File: src/rtl/alu_pipe_arbiter.sv
// Round-robin arbiter sharing one registered ALU pipeline among NREQ requesters.
// Tags every issued operation with its requester ID and returns it PIPE_LAT cycles later.
module alu_pipe_arbiter #(
    parameter int unsigned NREQ     = 4,
    parameter int unsigned W        = 32,
    parameter int unsigned PIPE_LAT = 2,
    parameter int unsigned IDW      = 2
) (
    input  logic              clk,
    input  logic              rst_n,
    input  logic              en,
    input  logic [NREQ-1:0]   req_valid,
    output logic [NREQ-1:0]   req_ready,
    input  logic [NREQ*W-1:0] req_a,
    input  logic [NREQ*W-1:0] req_b,
    input  logic [NREQ*3-1:0] req_s,
    input  logic [NREQ-1:0]   req_cin,
    output logic [W-1:0]      abus,
    output logic [W-1:0]      bbus,
    output logic [2:0]        S,
    output logic              Cin,
    input  logic [W-1:0]      dbus,
    output logic              rsp_valid,
    output logic [IDW-1:0]    rsp_id,
    output logic [W-1:0]      rsp_data,
    output logic              busy
);

    localparam logic [IDW-1:0] LastId = IDW'(NREQ - 1);

    logic [IDW-1:0]          r_last;
    logic [PIPE_LAT-1:0]     r_tag_vld;
    logic [PIPE_LAT*IDW-1:0] r_tag_id;

    logic [NREQ-1:0] w_cand;
    logic            w_gnt_vld;
    logic [IDW-1:0]  w_gnt_id;
    logic [W-1:0]    w_a [NREQ];
    logic [W-1:0]    w_b [NREQ];
    logic [2:0]      w_s [NREQ];

    for (genvar i = 0; i < NREQ; i++) begin : g_unpack
        assign w_a[i] = req_a[i*W +: W];
        assign w_b[i] = req_b[i*W +: W];
        assign w_s[i] = req_s[i*3 +: 3];
    end

    assign w_cand = (rst_n && en) ? req_valid : '0;

    // Walk from the requester after the last grant, wrapping at NREQ-1.
    always_comb begin : arb
        logic [IDW-1:0] idx;
        w_gnt_vld = 1'b0;
        w_gnt_id  = '0;
        idx       = r_last;
        for (int unsigned k = 0; k < NREQ; k++) begin
            idx = (idx == LastId) ? '0 : idx + IDW'(1);
            if (!w_gnt_vld && w_cand[idx]) begin
                w_gnt_vld = 1'b1;
                w_gnt_id  = idx;
            end
        end
    end

    always_comb begin
        req_ready = '0;
        abus      = '0;
        bbus      = '0;
        S         = '0;
        Cin       = 1'b0;
        if (w_gnt_vld) begin
            req_ready[w_gnt_id] = 1'b1;
            abus                = w_a[w_gnt_id];
            bbus                = w_b[w_gnt_id];
            S                   = w_s[w_gnt_id];
            Cin                 = req_cin[w_gnt_id];
        end
    end

    always_ff @(posedge clk) begin
        if (!rst_n) begin
            r_last    <= LastId;
            r_tag_vld <= '0;
            r_tag_id  <= '0;
        end else begin
            if (w_gnt_vld) begin
                r_last <= w_gnt_id;
            end
            // Stage 0 sits in the low bits; the oldest tag falls off the top.
            r_tag_vld <= PIPE_LAT'({r_tag_vld, w_gnt_vld});
            r_tag_id  <= (PIPE_LAT*IDW)'({r_tag_id, w_gnt_id});
        end
    end

    assign rsp_valid = r_tag_vld[PIPE_LAT-1];
    assign rsp_id    = r_tag_id[PIPE_LAT*IDW-1 -: IDW];
    assign rsp_data  = dbus;
    assign busy      = |r_tag_vld;

endmodule
File: config.mk
export PLATFORM = sky130hd
export DESIGN_NAME = alu_pipe_arbiter
export DESIGN_NICKNAME = d
export VERILOG_FILES = /design/src/rtl/alu_pipe_arbiter.sv
export SDC_FILE = /design/constraint.sdc
export NUM_CORES = 1
export LEC_CHECK = 0
export ABC_AREA = 0
export CAP_MARGIN = 40
export CORE_AREA = 2 2 164 166
export DETAILED_ROUTE_END_ITERATION = 10
export DIE_AREA = 0 0 166 168
export GPL_TIMING_DRIVEN = 0
export HOLD_SLACK_MARGIN = 0.1
export MAX_ROUTING_LAYER = met4
export SETUP_SLACK_MARGIN = 0.5
export SLEW_MARGIN = 20
export SYNTH_ARGS = -nofsm -noshare
export SYNTH_HDL_FRONTEND = slang
export SYNTH_SLANG_ARGS = --single-unit
File: constraint.sdc
create_clock -name clk -period 3.55 [get_ports clk]
set_clock_uncertainty 0.2 [all_clocks]
set_input_delay 0.71 -clock clk [delete_from_list [all_inputs] [get_ports clk]]
set_output_delay 0.71 -clock clk [all_outputs]
set_load 0.05 [all_outputs]
==> summary.md, run 1 <==
| Metric | Value |
|---|---|
| Status | `finished clean` |
| CP most frequent cell | `buf_6` |
| Clock transition at the registers of the reported paths | `0.04 ns` |
| Detailed-route wire length | `19.24 mm` |
| HPWL Detailed | `15.37 mm` |
| Area Growth Syn to Fin | `196.0%` |
| Area share of the largest cell type after synthesis | `31.99%` |
| Post-synth EDFFs | `0` |
| YS warnings | `0` |
| Maxcap violations | `0` |
| Top FF cell, synth | `dfxtp_1` |
| Slew Limit Fails | `0` |
| Commonest cells post-synth | `70 x nand2_1, 68 x inv_1, 68 x mux2i_1` |
| Setup tns final | `0 ns` |
| CTS tree | `done` |
| Vias/cell | `3.952` |
| Pre-antenna DRT Iters | `4` |
| Root Buffer | `clkbuf_16` |
| Synth unique cells | `34` |
| GRT Resource Usage Total | `12.99%` |
| Ant diodes | `0` |
| Least-Margin Pin Slew | `0.5575 ns` |
| Area leader, netlist | `o221ai_2` |
| Max VDD drop | `0.0001380 V` |
| Worst setup SP type | `flip-flop` |
| Worst setup margin | `0.03920 ns` |
| Hold_ws | `0.2258 ns` |
| Final period demand of the worst path | `3.511 ns` |
| H-tree depth | `1` |
| CP peak stage delay | `0.33 ns` |
| Hold Crit Class | `reg2reg` |
| Final design utilization | `34.81%` |
| Ys async rst share | `0%` |
| First-pass GRT wire length | `27.54 mm` |
| Post-Syn Area | `3098 um2` |
| Placed Area | `7958 um2` |
| Count of final hold-check violations | `0` |
| Crit path DAT | `2.60 ns` |
| Vias | `4557` |
| GRT overflow | `0` |
| Effective utilization at floorplan | `11.76%` |
| Routed Antenna Nets | `0` |
| Unrepaired setup endpoints after global routing | `true` |
| Largest net degree at the start of global routing | `11` |
| DRT iter0 DRCs | `65` |
| Hold Buf Count CTS | `0` |
| Vias in the first global route | `4799` |
| Slew headroom | `62.72%` |
| Post-Place Setup Slack | `-1.376 ns` |
| Worst setup path category | `reg2out` |
| Static leakage | `3.431 nW` |
| Worst-Skew Late Latency | `0.23 ns` |
| CTS buffer count | `3` |
| Final instance area | `9171 um2` |
| Pwr/cell area | `178.9 nW/um2` |
| IO Pins | `419` |
| Chip width | `166 um` |
| # clock sinks | `8` |
| Sequential area share after synthesis | `5.170%` |
| Die height | `168 um` |
| Per-cell routed wire length | `16.69 um` |
| Final setup viols | `0` |
| Gate Count Post-Synth | `380` |
| Die area | `27890 um2` |
| Clk buf depth | `2` |
| Top-count cell post-synth | `nand2_1` |
| Seq cells post-synth | `8` |
| WP data required | `2.64 ns` |
| Critical-path maximum fanout | `8` |
| Cell row count | `60` |
| Slowest stage cell on the critical path | `dfxtp_2` |
| Drc violations | `0` |
| Syn Nets | `692` |
| Core area | `26350 um2` |
| Nets | `1125` |
| CP Cell Sequence | `ha_4 > buf_6 > o31ai_2 > a21oi_1 > a311oi_2 > buf_6 > buf_6 > buf_12 > buf_12 > mux2i_2 > o221ai_2 > buf_6` |
| Port Buffers | `385` |
| Fraction of layout instances using a drive strength above 1 | `40.27%` |
| Mean Syn Cell Area | `8.153 um2` |
| Final worst path period share | `98.90%` |
| Worst Setup End Kind | `primary output` |
| Maximum clock rate | `0.2848 GHz` |
| Initial antenna violation count | `0` |
| Synth top area cells | `o221ai_2 32%, mux2i_1 22%, buf_4 8.5%` |
| RD Place Congestion | `0.7642` |
[kinds of logic after synthesis]
group / count (synthesis) / synth area share (%)
buffers and inverters: 134 / 24.68
and+or+nand+nor: 87 / 11.79
DFF: 8 / 5.170
muxes: 68 / 21.97
AOI/OAI and AO/OA: 82 / 35.99
adders and majority gates: 1 / 0.4038
[cells in the final DEF, fill, tap and decap left out, types with 2 or more instances in the layout]
| master | n |
|---|---|
| clkbuf_16 | 6 |
| and2_1 | 3 |
| buf_2 | 2 |
| buf_8 | 8 |
| buf_16 | 6 |
| nand2b_1 | 2 |
| dlygate4sd2_1 | 2 |
| buf_6 | 79 |
| mux2i_2 | 11 |
| mux2i_4 | 41 |
| o221ai_2 | 47 |
| o21ai_1 | 3 |
| buf_4 | 60 |
| inv_4 | 2 |
| nand2_1 | 68 |
| clkbuf_4 | 3 |
| o221ai_4 | 21 |
| dfxtp_1 | 6 |
| o21ai_0 | 2 |
| nor2_2 | 3 |
| clkbuf_2 | 6 |
| nor4_2 | 2 |
| clkdlybuf4s50_1 | 308 |
| inv_1 | 68 |
| mux2i_1 | 16 |
| buf_12 | 14 |
[final timing paths]
kind,to,startpoint,slack (ns),cells after the start
worst min register to register,r_tag_id[3],r_tag_id[1],0.23,1
worst max register to register,r_last[0],r_last[1],1.07,13
worst max-delay path,bbus[19],r_last[1],0.04,12
worst min-delay path,r_tag_id[3],r_tag_id[1],0.23,1
[flip-flops by register name (all words and copies together) (netlist names)]
name / cells
r_last: 2
r_tag_vld: 2
r_tag_id: 4
[final cells by class]
cell class | instances | area, um2
timing repair buffer | 428 | 4516
sequential | 8 | 165.2
inverter | 70 | 267.8
tap | 341 | 426.7
multi-input combinational | 238 | 3078
fill | 2712 | 17180
buffer | 64 | 639.4
clock buffer | 4 | 78.83
[stage by stage]
stage               power (mW)  instances
finish                   1.641       1153
global route             1.712       1153
CTS                      1.570       1140
detailed placement       1.286       1111
global placement         1.275       1106
floorplan               0.7355        380
[critical path: cells and delay by family (launching register included)]
| family | cells | cell delay (ns) |
|---|---|---|
| AOI/OAI and AO/OA | 4 | 0.71 |
| adders and majority gates | 1 | 0.26 |
| muxes | 1 | 0.24 |
| DFF | 1 | 0.33 |
| buffers and inverters | 6 | 0.84 |
[repair_timing]
action                                  in CTS  in global routing
setup buffers                               21                 10
resized for setup                          556                 89
hold endpoints to repair                     0                  0
endpoints found under the setup margin      72                 72
gates cloned                                 4                  3
pin swaps                                   14                 32
[power by group]
| part | leakage [nW] | switching, mW | total (mW) | internal [mW] |
|---|---|---|---|---|
| clock network | 0.0382 | 0.0451 | 0.195 | 0.150 |
| logic | 3.33 | 0.652 | 1.35 | 0.697 |
| registers | 0.0653 | 0.00248 | 0.0974 | 0.0950 |
| total | 3.43 | 0.699 | 1.64 | 0.941 |
[routing by layer]
metal | track usage, % | wire length, um | vias to the layer above
li1 | - | - | 2210
met1 | 14.84 | 7615 | 2115
met2 | 25.04 | 10560 | 218
met3 | 1.293 | 841 | 14
met4 | 1.664 | 222 | 0
met5 | - | 0 | -
No activity file was read; power rests on OpenSTA's default activity.
==> inputs of run 2 (changes only) <==
==> constraint.sdc (replaced) <==
create_clock -name clk -period 3.16 [get_ports clk]
set_clock_uncertainty 0.2 [all_clocks]
set_input_delay 0.632 -clock clk [delete_from_list [all_inputs] [get_ports clk]]
set_output_delay 0.632 -clock clk [all_outputs]
set_load 0.05 [all_outputs]
==> run 2 against run 1 <==
  * The run now ends with negative setup slack left
  * Largest cell class unchanged
  * Cell count is 1.6% higher
  * Die area stayed put
  * First-iteration DRC count is 66% higher
  * Utilization is 3.0 points higher
  * Hold slack better by 0.0023 ns
  * Power is 20% higher
==> summary.md, run 2 (synthesis gave the netlist of run 1 again) <==
| Metric | Value |
|---|---|
| Max VDD drop | `0.0001365 V` |
| HPWL Detailed | `16.57 mm` |
| Pre-antenna DRT Iters | `4` |
| DRT iter0 DRCs | `108` |
| Status | `complete, but fails checks` |
| H-tree depth | `1` |
| Failing checks | `negative setup slack` |
| RD Place Congestion | `0.8017` |
| Fraction of layout instances using a drive strength above 1 | `42.72%` |
| Biggest regs | `r_tag_id x4, r_last x2, r_tag_vld x2` |
| Switching share of power | `42.79%` |
| Total power draw | `1.963 mW` |
| Maximum clock rate | `0.2856 GHz` |
| GRT Resource Usage Total | `14.47%` |
| Area Growth Syn to Fin | `221.4%` |
| Nets | `1144` |
| Pwr/cell area | `197.1 nW/um2` |
| Switching power | `839.9 uW` |
| Worst setup margin | `-0.3419 ns` |
| Largest net degree at the start of global routing | `11` |
| Reg2reg end | `r_last[0]` |
| Chip width | `166 um` |
| Crit path DAT | `2.67 ns` |
| WHS Endpoint | `r_tag_id[2]` |
| Hold_ws | `0.2281 ns` |
| Reg2Reg Setup Slack | `0.85 ns` |
| Multi-input gate area | `3526 um2` |
| Count of final hold-check violations | `0` |
| CP Cell Sequence | `ha_4 > inv_4 > or3_4 > a311oi_4 > buf_6 > buf_12 > buf_12 > mux2i_4 > o221ai_4 > buf_6` |
| First-pass GRT wire length | `30.18 mm` |
| Vias | `4617` |
| Clock transition at the registers of the reported paths | `0.04 ns` |
| Worst-Skew Late Latency | `0.23 ns` |
| Vias in the first global route | `4872` |
| Filler Cell Count | `2556` |
| Root Buffer | `clkbuf_16` |
| Most common cell after layout, fill and taps aside | `clkdlybuf4s50_1` |
| Fin cells | `1172` |
| Sequential Power Share | `5.6%` |
| Per-cell routed wire length | `18.14 um` |
| Core area | `26350 um2` |
| Final setup viols | `69` |
| Worst r2r path cells | `10` |
| Int Power | `1.123 mW` |
| Die height | `168 um` |
| Hold path startpoint | `r_tag_id[0]` |
| Effective utilization at floorplan | `11.76%` |
| Routed Antenna Nets | `0` |
| Worst Setup End Kind | `primary output` |
| # clock sinks | `8` |
| R2r startpoint | `r_last[0]` |
| Drc violations | `0` |
| Worst Hold Path Cells | `1` |
| Cell row count | `60` |
| Clk buf depth | `2` |
| WP data required | `2.33 ns` |
| IO Pins | `419` |
| Worst setup path category | `reg2out` |
| Static leakage | `3.652 nW` |
| Slowest stage cell on the critical path | `mux2i_4` |
| Register area | `165.2 um2` |
| Critical-path maximum fanout | `6` |
| Initial antenna violation count | `0` |
| Worst setup SP type | `flip-flop` |
| Max reg flops | `4` |
| Die area | `27890 um2` |
| CP peak stage delay | `0.36 ns` |
| Unrepaired setup endpoints after global routing | `true` |
| Gate power share | `83.4%` |
| Final period demand of the worst path | `3.502 ns` |
| Maxcap violations | `0` |
| Setup tns final | `-16.82 ns` |
| Largest Register | `r_tag_id` |
| GRT overflow | `0` |
| Clock power share | `11.0%` |
| Dpl cells | `1109` |
| Vias/cell | `3.939` |
| Ant diodes | `0` |
| CTS tree | `done` |
| Slew Limit Fails | `0` |
| Most frequent cells in the layout | `308 x clkdlybuf4s50_1, 89 x buf_6, 68 x inv_1` |
| Slew headroom | `61.98%` |
| Detailed-route wire length | `21.26 mm` |
| Port Buffers | `385` |
| CTS buffer count | `3` |
| Hold Buf Count CTS | `0` |
| Final worst path period share | `110.8%` |
| Least-Margin Pin Slew | `0.5685 ns` |
| Hold Crit Class | `reg2reg` |
-- run 2: cell count changes in the layout (fill, tap and decap cells not counted), moves of 2 or more --
cell	before	now
buf_12	14	28
buf_16	6	4
buf_6	79	89
clkbuf_2	6	2
clkbuf_4	3	5
mux2i_1	16	6
mux2i_2	11	8
mux2i_4	41	54
nor2_1	0	2
nor2_2	3	1
o221ai_2	47	23
o221ai_4	21	45
-- run 2: area by class of cell --
type | instances | share of cell area [%]
Timing Repair Buffer | 447 | 48.23
Tap cell | 341 | 4.284
Sequential cell | 8 | 1.658
Inverter | 70 | 2.689
Buffer | 64 | 6.936
Multi-Input combinational cell | 238 | 35.41
Clock buffer | 4 | 0.7916
-- run 2: worst max-delay path: cells and delay by family, from the launching register on --
kind	cells	cell delay, ns
buf+inv	5	0.63
compound gates	2	0.43
mux	1	0.36
flops	1	0.34
simple gates	1	0.34
fa+ha+maj	1	0.32
-- run 2: metrics by stage --
step / instance area [um2] / utilization [%] / setup slack, ns
detailed placement: 8046 / 30.54 / -1.804
global route: 9958 / 37.79 / -0.4062
finish: 9958 / 37.79 / -0.3419
floorplan: 3731 / - / 0.1331
CTS: 9522 / 36.13 / -0.3538
global placement: 8011 / 30.40 / -1.872
-- run 2: per-layer routing --
layer  part of all wire, %  track usage (%)  vias to the layer above
li1                      -                -                     2239
met5                     0                -                        -
met2                    54            27.37                      238
met4                  0.40            1.096                        0
met1                    40            16.94                     2136
met3                   5.3            1.904                        4
-- run 2: worst max path at each step --
stage                             from  endpoint  slack [ns]  cells past startpoint
after global placement              en  bbus[31]       -1.87                      7
after CTS                    r_last[0]   abus[0]       -0.35                     10
final                        r_last[0]   abus[0]       -0.34                     10
after floorplan                  rst_n   abus[8]        0.13                      8
after detailed placement  req_valid[0]  bbus[20]       -1.80                      9
after global routing         r_last[0]   abus[0]       -0.41                     10
-- run 2: timing repair --
action                                  CTS  global route
cloned                                    4             4
gates resized for setup                 655            73
pin swaps                                19            19
endpoints found under the setup margin   73            72
buffers inserted                         43             8
-- run 2: power groups by stage --
stage	Clock, mW	Sequential [mW]	Combinational, mW
6_report	0.216	0.110	1.64
5_1_grt	0.229	0.110	1.71
3_3_place_gp	0	0.112	1.35
4_1_cts	0.221	0.110	1.59
2_1_floorplan	0	0.113	0.737
3_5_place_dp	0	0.112	1.36
